## src/rtl/fwd_hazard_unit_pkg.sv

```systemverilog
// Shared definitions for the forwarding / hazard unit: mux select codes,
// the per-stage destination entry, and the bubble constant.
package fwd_hazard_unit_pkg;

  localparam int RD_W = 5;
  localparam logic [RD_W-1:0] ZERO_REG_NUM = '0;

  // Operand-forwarding mux select codes (also used by the datapath muxes)
  localparam logic [1:0] FWD_RF  = 2'b00;
  localparam logic [1:0] FWD_EX  = 2'b01;
  localparam logic [1:0] FWD_MEM = 2'b10;
  localparam logic [1:0] FWD_WB  = 2'b11;

  typedef struct packed {
    logic [RD_W-1:0] rd;
    logic            le;
    logic            load;
  } stage_ent_t;

  // True when entry e produces register rs and that register is forwardable
  function automatic logic ent_hits(input stage_ent_t e,
                                    input logic [RD_W-1:0] rs,
                                    input logic [RD_W-1:0] zero_reg);
    return e.le && (e.rd != zero_reg) && (e.rd == rs);
  endfunction

endpackage

```

## src/rtl/fwd_hazard_unit_fwd_select.sv

```systemverilog
// Priority matcher for one source operand: youngest in-flight producer wins.
module fwd_select
  import fwd_hazard_unit_pkg::*;
#(
  parameter logic [RD_W-1:0] ZERO_REG = ZERO_REG_NUM
) (
  input  logic [RD_W-1:0] rs,
  input  logic            used,
  input  stage_ent_t      ex_ent,
  input  stage_ent_t      mem_ent,
  input  stage_ent_t      wb_ent,
  output logic [1:0]      sel
);

  // Load flags only matter for the stall decision in the top
  logic unused_load;
  assign unused_load = ^{ex_ent.load, mem_ent.load, wb_ent.load};

  // Pick EX over MEM over WB; the zero register always reads the register file
  always_comb begin
    sel = FWD_RF;
    if (used && (rs != ZERO_REG)) begin
      if (ent_hits(ex_ent, rs, ZERO_REG)) begin
        sel = FWD_EX;
      end else if (ent_hits(mem_ent, rs, ZERO_REG)) begin
        sel = FWD_MEM;
      end else if (ent_hits(wb_ent, rs, ZERO_REG)) begin
        sel = FWD_WB;
      end
    end
  end

endmodule

```

## src/rtl/fwd_hazard_unit.sv

```systemverilog
// Destination-register tracker for EX/MEM/WB: forwarding selects,
// load-use stall and the WB register-file write port.
module fwd_hazard_unit
  import fwd_hazard_unit_pkg::*;
#(
  parameter int              REG_W    = RD_W,
  parameter logic [REG_W-1:0] ZERO_REG = '0
) (
  input  logic             clk,
  input  logic             reset,
  input  logic [REG_W-1:0] id_rs1,
  input  logic [REG_W-1:0] id_rs2,
  input  logic             id_rs1_used,
  input  logic             id_rs2_used,
  input  logic [REG_W-1:0] id_rd,
  input  logic             id_rf_le,
  input  logic             id_load,
  input  logic             flush,
  output logic [1:0]       fwd_a,
  output logic [1:0]       fwd_b,
  output logic             load_use_stall,
  output logic [REG_W-1:0] wb_rd,
  output logic             wb_le
);

  // p0 = EX, p1 = MEM, p2 = WB
  stage_ent_t ent_p0_d, ent_p0_q;
  stage_ent_t ent_p1_d, ent_p1_q;
  stage_ent_t ent_p2_d, ent_p2_q;

  stage_ent_t bubble;
  logic       rs1_dep, rs2_dep;
  logic       stall;

  assign bubble = '{rd: ZERO_REG, le: 1'b0, load: 1'b0};

  // Load-use detection against the instruction currently in EX; flush wins
  always_comb begin
    rs1_dep = id_rs1_used && (id_rs1 != ZERO_REG) && (id_rs1 == ent_p0_q.rd);
    rs2_dep = id_rs2_used && (id_rs2 != ZERO_REG) && (id_rs2 == ent_p0_q.rd);
    stall   = ent_p0_q.le && ent_p0_q.load && (ent_p0_q.rd != ZERO_REG) &&
              (rs1_dep || rs2_dep) && !flush;
  end

  // Next stage contents: EX takes the ID entry unless stalled or flushed
  always_comb begin
    ent_p0_d = bubble;
    if (!flush && !stall) begin
      ent_p0_d.rd   = id_rd;
      ent_p0_d.le   = id_rf_le && (id_rd != ZERO_REG);
      ent_p0_d.load = id_load;
    end
    ent_p1_d = ent_p0_q;
    ent_p2_d = ent_p1_q;
  end

  // Stage registers; reset turns every stage into a bubble
  always_ff @(posedge clk) begin
    if (reset) begin
      ent_p0_q <= bubble;
      ent_p1_q <= bubble;
      ent_p2_q <= bubble;
    end else begin
      ent_p0_q <= ent_p0_d;
      ent_p1_q <= ent_p1_d;
      ent_p2_q <= ent_p2_d;
    end
  end

  fwd_select #(.ZERO_REG(ZERO_REG)) u_sel_a (
    .rs      (id_rs1),
    .used    (id_rs1_used),
    .ex_ent  (ent_p0_q),
    .mem_ent (ent_p1_q),
    .wb_ent  (ent_p2_q),
    .sel     (fwd_a)
  );

  fwd_select #(.ZERO_REG(ZERO_REG)) u_sel_b (
    .rs      (id_rs2),
    .used    (id_rs2_used),
    .ex_ent  (ent_p0_q),
    .mem_ent (ent_p1_q),
    .wb_ent  (ent_p2_q),
    .sel     (fwd_b)
  );

  assign load_use_stall = stall;
  assign wb_rd          = ent_p2_q.rd;
  assign wb_le          = ent_p2_q.le;

endmodule

```

## config.mk

```make
export PLATFORM = sky130hd
export DESIGN_NAME = fwd_hazard_unit
export DESIGN_NICKNAME = d
export VERILOG_FILES = /design/src/rtl/fwd_hazard_unit_pkg.sv /design/src/rtl/fwd_hazard_unit_fwd_select.sv /design/src/rtl/fwd_hazard_unit.sv
export SDC_FILE = /design/constraint.sdc
export NUM_CORES = 1
export LEC_CHECK = 0
export ABC_AREA = 1
export BUFFER_PORTS_ARGS = -buffer_cell sky130_fd_sc_hd__buf_2
export CORE_ASPECT_RATIO = 1.25
export CORE_UTILIZATION = 45
export CTS_CLUSTER_DIAMETER = 30
export DETAILED_ROUTE_END_ITERATION = 6
export PLACE_DENSITY = 0.71
export SYNTH_ARGS = -nofsm -noshare
export SYNTH_HDL_FRONTEND = slang
export SYNTH_SLANG_ARGS = --single-unit
```

## constraint.sdc

```tcl
create_clock -name clk -period 1.7 [get_ports clk]
set_clock_uncertainty 0.15 [all_clocks]
set_input_delay 0.34 -clock clk [delete_from_list [all_inputs] [get_ports clk]]
set_output_delay 0.34 -clock clk [all_outputs]
set_load 0.02 [all_outputs]
```

==> results.json, run 1 <==
{
  "setup_viol": 5,
  "synth_top_area_share": 0.3367,
  "initial_core_util": 0.4951,
  "syn_area_per_cell_sq_um": 6.806,
  "die_h_um": 58.02,
  "hold_class": "input pin to flip-flop",
  "finalInstanceArea_sq_mm": 0.001625,
  "fin_crit_ns": 2.029,
  "ys_ff_latch": 19,
  "topRoutingLayerUsed": "met4",
  "critPathKind": "flip-flop to output port",
  "tightest_slew_ns": 0.2448,
  "yosysSeqAreaShare": 0.3367,
  "grt_first_pass_wirelength_mm": 4.319,
  "post-route-period-util": 1.194,
  "regToRegStartpoint": "ent_p0_q[3]",
  "placed_cell_area_sq_mm": 0.001436,
  "reg2reg_slack_ns": 0.18,
  "hold_depth": 3,
  "dieArea_sq_mm": 0.002716,
  "hold_viol_final": 0,
  "synth_fp_nets": 188,
  "grt_max_degree": 14,
  "fillers": 176,
  "grt_pass1_vias": 1120,
  "outcome": "complete, but fails checks",
  "power.density_mw_per_mm2": 543.7,
  "fin_cells": 244,
  "core_area_sq_mm": 0.002282,
  "root_buffer": "clkbuf_4",
  "detailroute.via_count": 1178,
  "cts.sinks": 19,
  "holdCritStartpoint": "id_load",
  "antenna_found_initial": 0,
  "synth.largest_area_cell": "dfxtp_1",
  "crit_path_top_delay_cell": "dfxtp_4",
  "area_growth_pct": 43.85,
  "die_width_um": 46.82,
  "insertion_delay_ns": 0.29,
  "clk_pin_slew_worst_paths_ns": 0.10,
  "synth_area_leaders": "dfxtp_1 (34%), xnor2_1 (12%), nand2_1 (11%)",
  "critPathMaxFanout": 4,
  "drive_above_1_share": 0.4883,
  "critPathRequiredTime_ns": 1.21,
  "clockBufferDepth": 2,
  "final_nets": 236,
  "vias_per_cell": 4.828,
  "crit_chain": "xnor2_2 -> nand2_1 -> nor3_2 -> nand2_1 -> a21oi_2 -> buf_4",
  "grt_usage": 0.2167,
  "place.gp.congestion": 0.9050,
  "yosysUniqueCellTypes": 19,
  "io_pins": 33,
  "postCtsSetupBuffers": 0,
  "drtIter0Drc": 13,
  "rows": 19,
  "cts_tree": "built",
  "io_buffers": 32,
  "maxCapViolCount": 0,
  "critPathCaptureType": "output port",
  "wl_per_cell_um": 11.09,
  "grt_overflow": 0,
  "diodes": 0,
  "reg2reg_depth": 9,
  "finalWirelength_mm": 2.707,
  "cpPeakStageDelay_ns": 0.38,
  "startpoint_type": "flip-flop",
  "setup_slack_ns": -0.3295,
  "wl_met1_mm": 1.136,
  "hold_end": "ent_p0_q[0]",
  "finalPower_uw": 883.6,
  "yosysWarnings": 0,
  "routed-wl-met3_um": 115,
  "max-vdd-ir-drop_mv": 0.5321,
  "cts-htree-levels": 1,
  "fmax_mhz": 492.7,
  "cts_hold_buf": 0,
  "violations": "setup timing",
  "placed_cells": 240,
  "fin_util": 0.7122,
  "crit_top_cell": "nand2_1",
  "synth_cells": 166,
  "p_leak_nw": 0.7937,
  "rsz0062_at_grt": "true",
  "cts_made_buffers": 3,
  "maxSlewViolCount": 0,
  "drc": 0,
  "synth_area_sq_mm": 0.001130,
  "slew_headroom": 0.8368,
  "rr_endpoint": "ent_p0_q[1]",
  "postRouteAntennaNets": 0,
  "critical_path_arrival_ns": 1.54,
  "hpwl_mm": 2.084,
  "drt-pass1-iter-count": 4,
  "dr_wl_met2_mm": 1.361
}
==> report_power, final <==
group          total, mW  switching [mW]  internal (mW)
clock network      0.225           0.133         0.0912
registers          0.465          0.0140          0.451
logic              0.194           0.106         0.0884
==> cells in the final DEF, fill, tap and decap left out, types with 2 or more instances in the layout <==
| cell type | count |
|---|---|
| dfxtp_2 | 5 |
| dfxtp_4 | 7 |
| buf_4 | 14 |
| nor2_2 | 10 |
| nand2_4 | 2 |
| a21oi_2 | 5 |
| dfxtp_1 | 7 |
| nand2_2 | 3 |
| buf_6 | 3 |
| or2_0 | 2 |
| nand3_1 | 5 |
| inv_2 | 8 |
| nand2_1 | 31 |
| nor2_1 | 19 |
| xnor2_1 | 7 |
| xor2_1 | 7 |
| nand3_2 | 5 |
| buf_2 | 27 |
| nor3_2 | 2 |
| clkbuf_4 | 3 |
| inv_1 | 22 |
| xnor2_2 | 8 |
| nand4_1 | 4 |
==> worst max-delay path: cells and delay by family, from the launching register on <==
kind,cells,cell delay (ns)
AND/OR/NAND/NOR,3,0.45
flip-flops,1,0.38
buffers and inverters,1,0.15
AO/OA/AOI/OAI,1,0.14
XOR/XNOR,1,0.13
==> through the flow <==
stage	setup TNS (ns)	hold slack (ns)	setup slack, ns
2_1_floorplan	0	0.2495	0.05484
3_3_place_gp	-0.5820	0.2629	-0.1799
3_5_place_dp	-0.7385	0.2609	-0.2123
4_1_cts	-1.251	0.1049	-0.2893
5_1_grt	-1.942	0.09089	-0.4506
6_report	-1.398	0.1110	-0.3295
==> worst max path at each step <==
stage / startpoint / end / cells past startpoint
after floorplan: id_rs2[4] / load_use_stall / 9
after global placement: id_rs2[1] / fwd_b[0] / 7
after detailed placement: id_rs2[3] / fwd_b[0] / 7
after CTS: wb_rd[3] / fwd_b[0] / 6
after global routing: wb_rd[1] / fwd_b[0] / 7
final: wb_rd[3] / fwd_b[0] / 6
==> logic make-up (layout without fill, tap and decap cells) <==
kind of cell           after synthesis  count (layout)  synth area share
AO/OA/AOI/OAI                        9               9           0.03986
flip-flops                          19              19            0.3367
buffers and inverters               31              78            0.1030
XOR/XNOR                            22              22            0.1705
AND/OR/NAND/NOR                     85              85            0.3499
==> sequential cells by signal, indices dropped and copies added (netlist names) <==
name / flops
wb_rd: 5
ent_p1_q: 6
wb_le: 1
ent_p0_q: 7
==> synthesized netlist by cell type, drive strengths merged <==
| cell | instances |
|---|---|
| a21oi | 6 |
| nand4 | 4 |
| nor3 | 3 |
| o21ai | 3 |
| nand2 | 36 |
| or2 | 2 |
| nand3 | 10 |
| xor2 | 7 |
| xnor2 | 15 |
| clkbuf | 1 |
| nor2 | 30 |
| inv | 30 |
| dfxtp | 19 |
==> layer usage <==
layer | vias up | track usage
met1 | 532 | 0.2218
met2 | 36 | 0.4067
met3 | 10 | 0.02804
li1 | 600 | -
met4 | 0 | 0.1020
met5 | - | 0
==> area by class of cell <==
class,count,area (sq um),share of cell area
multi-input cells,116,760.7,0.4681
flip-flops and latches,19,412.9,0.2540
well taps,31,38.79,0.02386
clock buffers,4,26.28,0.01617
inverters,30,112.6,0.06928
repair buffers,44,274.0,0.1686
==> what timing repair did <==
item | CTS | global route
setup endpoints to repair | 5 | 5
hold endpoints to repair | 0 | 0
pin swaps | 12 | 11
gates resized for setup | 34 | 15
(Power assumes the default switching activity.)
==> run 2, diff against run 1 <==
--- a/config.mk
+++ b/config.mk
@@ -6,7 +6,7 @@
 export NUM_CORES = 1
 export LEC_CHECK = 0
 export ABC_AREA = 1
-export BUFFER_PORTS_ARGS = -buffer_cell sky130_fd_sc_hd__buf_2
+export BUFFER_PORTS_ARGS = -buffer_cell sky130_fd_sc_hd__buf_4
 export CORE_ASPECT_RATIO = 1.25
 export CORE_UTILIZATION = 45
 export CTS_CLUSTER_DIAMETER = 30
==> results.json, run 2 (synthesis results as in run 1) <==
{
  "placed_cell_area_sq_mm": 0.001486,
  "maxSlewViolCount": 0,
  "critPathBufInv": 1,
  "fin_crit_ns": 2.024,
  "hold_class": "input pin to flip-flop",
  "die_width_um": 46.82,
  "rsz0062_at_grt": "true",
  "vias_per_cell": 4.896,
  "io_buffers": 32,
  "drive_above_1_share": 0.4952,
  "finalWirelength_mm": 2.860,
  "cts_hold_buf": 0,
  "power.density_mw_per_mm2": 537.9,
  "violations": "setup timing",
  "rows": 19,
  "grt_usage": 0.2297,
  "critPathRequiredTime_ns": 1.21,
  "fmax_mhz": 494.0,
  "startpoint_type": "flip-flop",
  "dieArea_sq_mm": 0.002716,
  "crit_path_top_delay_cell": "dfxtp_4",
  "reg2reg_slack_ns": 0.20,
  "drt-pass1-iter-count": 4,
  "cts_tree": "built",
  "multi_input_area_sq_um": 780.7,
  "detailroute.via_count": 1180,
  "critPathMaxFanout": 4,
  "die_h_um": 58.02,
  "critPathKind": "flip-flop to output port",
  "largest-register": "ent_p0_q",
  "antenna_found_initial": 0,
  "grt_pass1_vias": 1148,
  "io_pins": 33,
  "post-route-period-util": 1.191,
  "core_area_sq_mm": 0.002282,
  "clockBufferDepth": 2,
  "critical_path_arrival_ns": 1.53,
  "outcome": "complete, but fails checks",
  "largest_register_ffs": 7,
  "finalInstanceArea_sq_mm": 0.001687,
  "final_cell_mix": "buf_4 (39), nand2_1 (30), inv_1 (23)",
  "slew_headroom": 0.8632,
  "final_common_cell": "buf_4",
  "p_leak_nw": 0.8196,
  "fillers": 168,
  "hpwl_mm": 2.196,
  "insertion_delay_ns": 0.30,
  "diodes": 0,
  "critPathCaptureType": "output port",
  "clk_pin_slew_worst_paths_ns": 0.11,
  "cpPeakStageDelay_ns": 0.38,
  "root_buffer": "clkbuf_4",
  "cts.sinks": 19,
  "drtIter0Drc": 20,
  "crit_family": "simple AND/OR/NAND/NOR gates",
  "grt_overflow": 0,
  "final_nets": 233,
  "maxCapViolCount": 0,
  "crit_chain": "xnor2_1 -> nand3_1 -> nor3_2 -> nand2_1 -> a21oi_2 -> buf_6",
  "initial_core_util": 0.4951,
  "setup_viol": 5,
  "cts-htree-levels": 1,
  "wl_per_cell_um": 11.87,
  "max-vdd-ir-drop_mv": 0.5222,
  "postRouteAntennaNets": 0,
  "cts_made_buffers": 3,
  "regArea_sq_um": 411.6,
  "area_growth_pct": 49.28,
  "hold_viol_final": 0,
  "setup_slack_ns": -0.3242,
  "tightest_slew_ns": 0.2030,
  "grt_first_pass_wirelength_mm": 4.491,
  "finalPower_uw": 907.3,
  "drc": 0,
  "place.gp.congestion": 0.8916,
  "grt_max_degree": 14
}
-- run 2: path summary, 6_finish.rpt --
check	from	endpoint	cells past startpoint
setup reg to reg	ent_p0_q[3]	ent_p0_q[1]	9
setup / recovery	wb_rd[1]	fwd_a[0]	6
hold reg to reg	ent_p1_q[1]	wb_le	2
hold / removal	id_load	ent_p0_q[0]	3
-- run 2: layout make-up --
cell class	instances	share of cell area
clock buffers	3	0.01335
clock inverters	1	0.002967
inverters	30	0.06677
multi-input cells	116	0.4629
flip-flops and latches	19	0.2441
well taps	31	0.02300
repair buffers	41	0.1869
-- run 2: per-layer routing --
layer | vias to the layer above | GRT usage | wire length (um)
li1 | 589 | - | -
met1 | 534 | 0.2339 | 1077
met2 | 46 | 0.4286 | 1548
met3 | 11 | 0.03115 | 129
met4 | 0 | 0.1143 | 105
met5 | - | 0 | 0
-- run 2: worst min-delay path: stages --
cell    delay (ns)
buf_4         0.07
inv_1         0.03
nor2_2        0.08
-- run 2: report_power, final --
group          internal, mW  switching (mW)
clock                0.0878           0.140
combinational         0.103           0.110
sequential            0.452          0.0140
total                 0.643           0.265
-- run 2: stage by stage --
stage	setup WS, ns	hold slack (ns)	cells	util	TNS [ns]
3_3_place_gp	-0.1490	0.2633	236	0.6513	-0.4937
3_5_place_dp	-0.1703	0.2645	236	0.6513	-0.6826
4_1_cts	-0.2787	0.1037	241	0.7111	-1.314
5_1_grt	-0.4115	0.1168	241	0.7390	-1.905
2_1_floorplan	0.05484	0.2495	166	-	0
6_report	-0.3242	0.1032	241	0.7390	-1.490
-- run 2: what timing repair did --
item	in CTS	in global routing
endpoints found under the setup margin	5	5
endpoints found under the hold margin	0	0
pin swaps	11	7
setup buffers	1	0
gates resized for setup	34	12
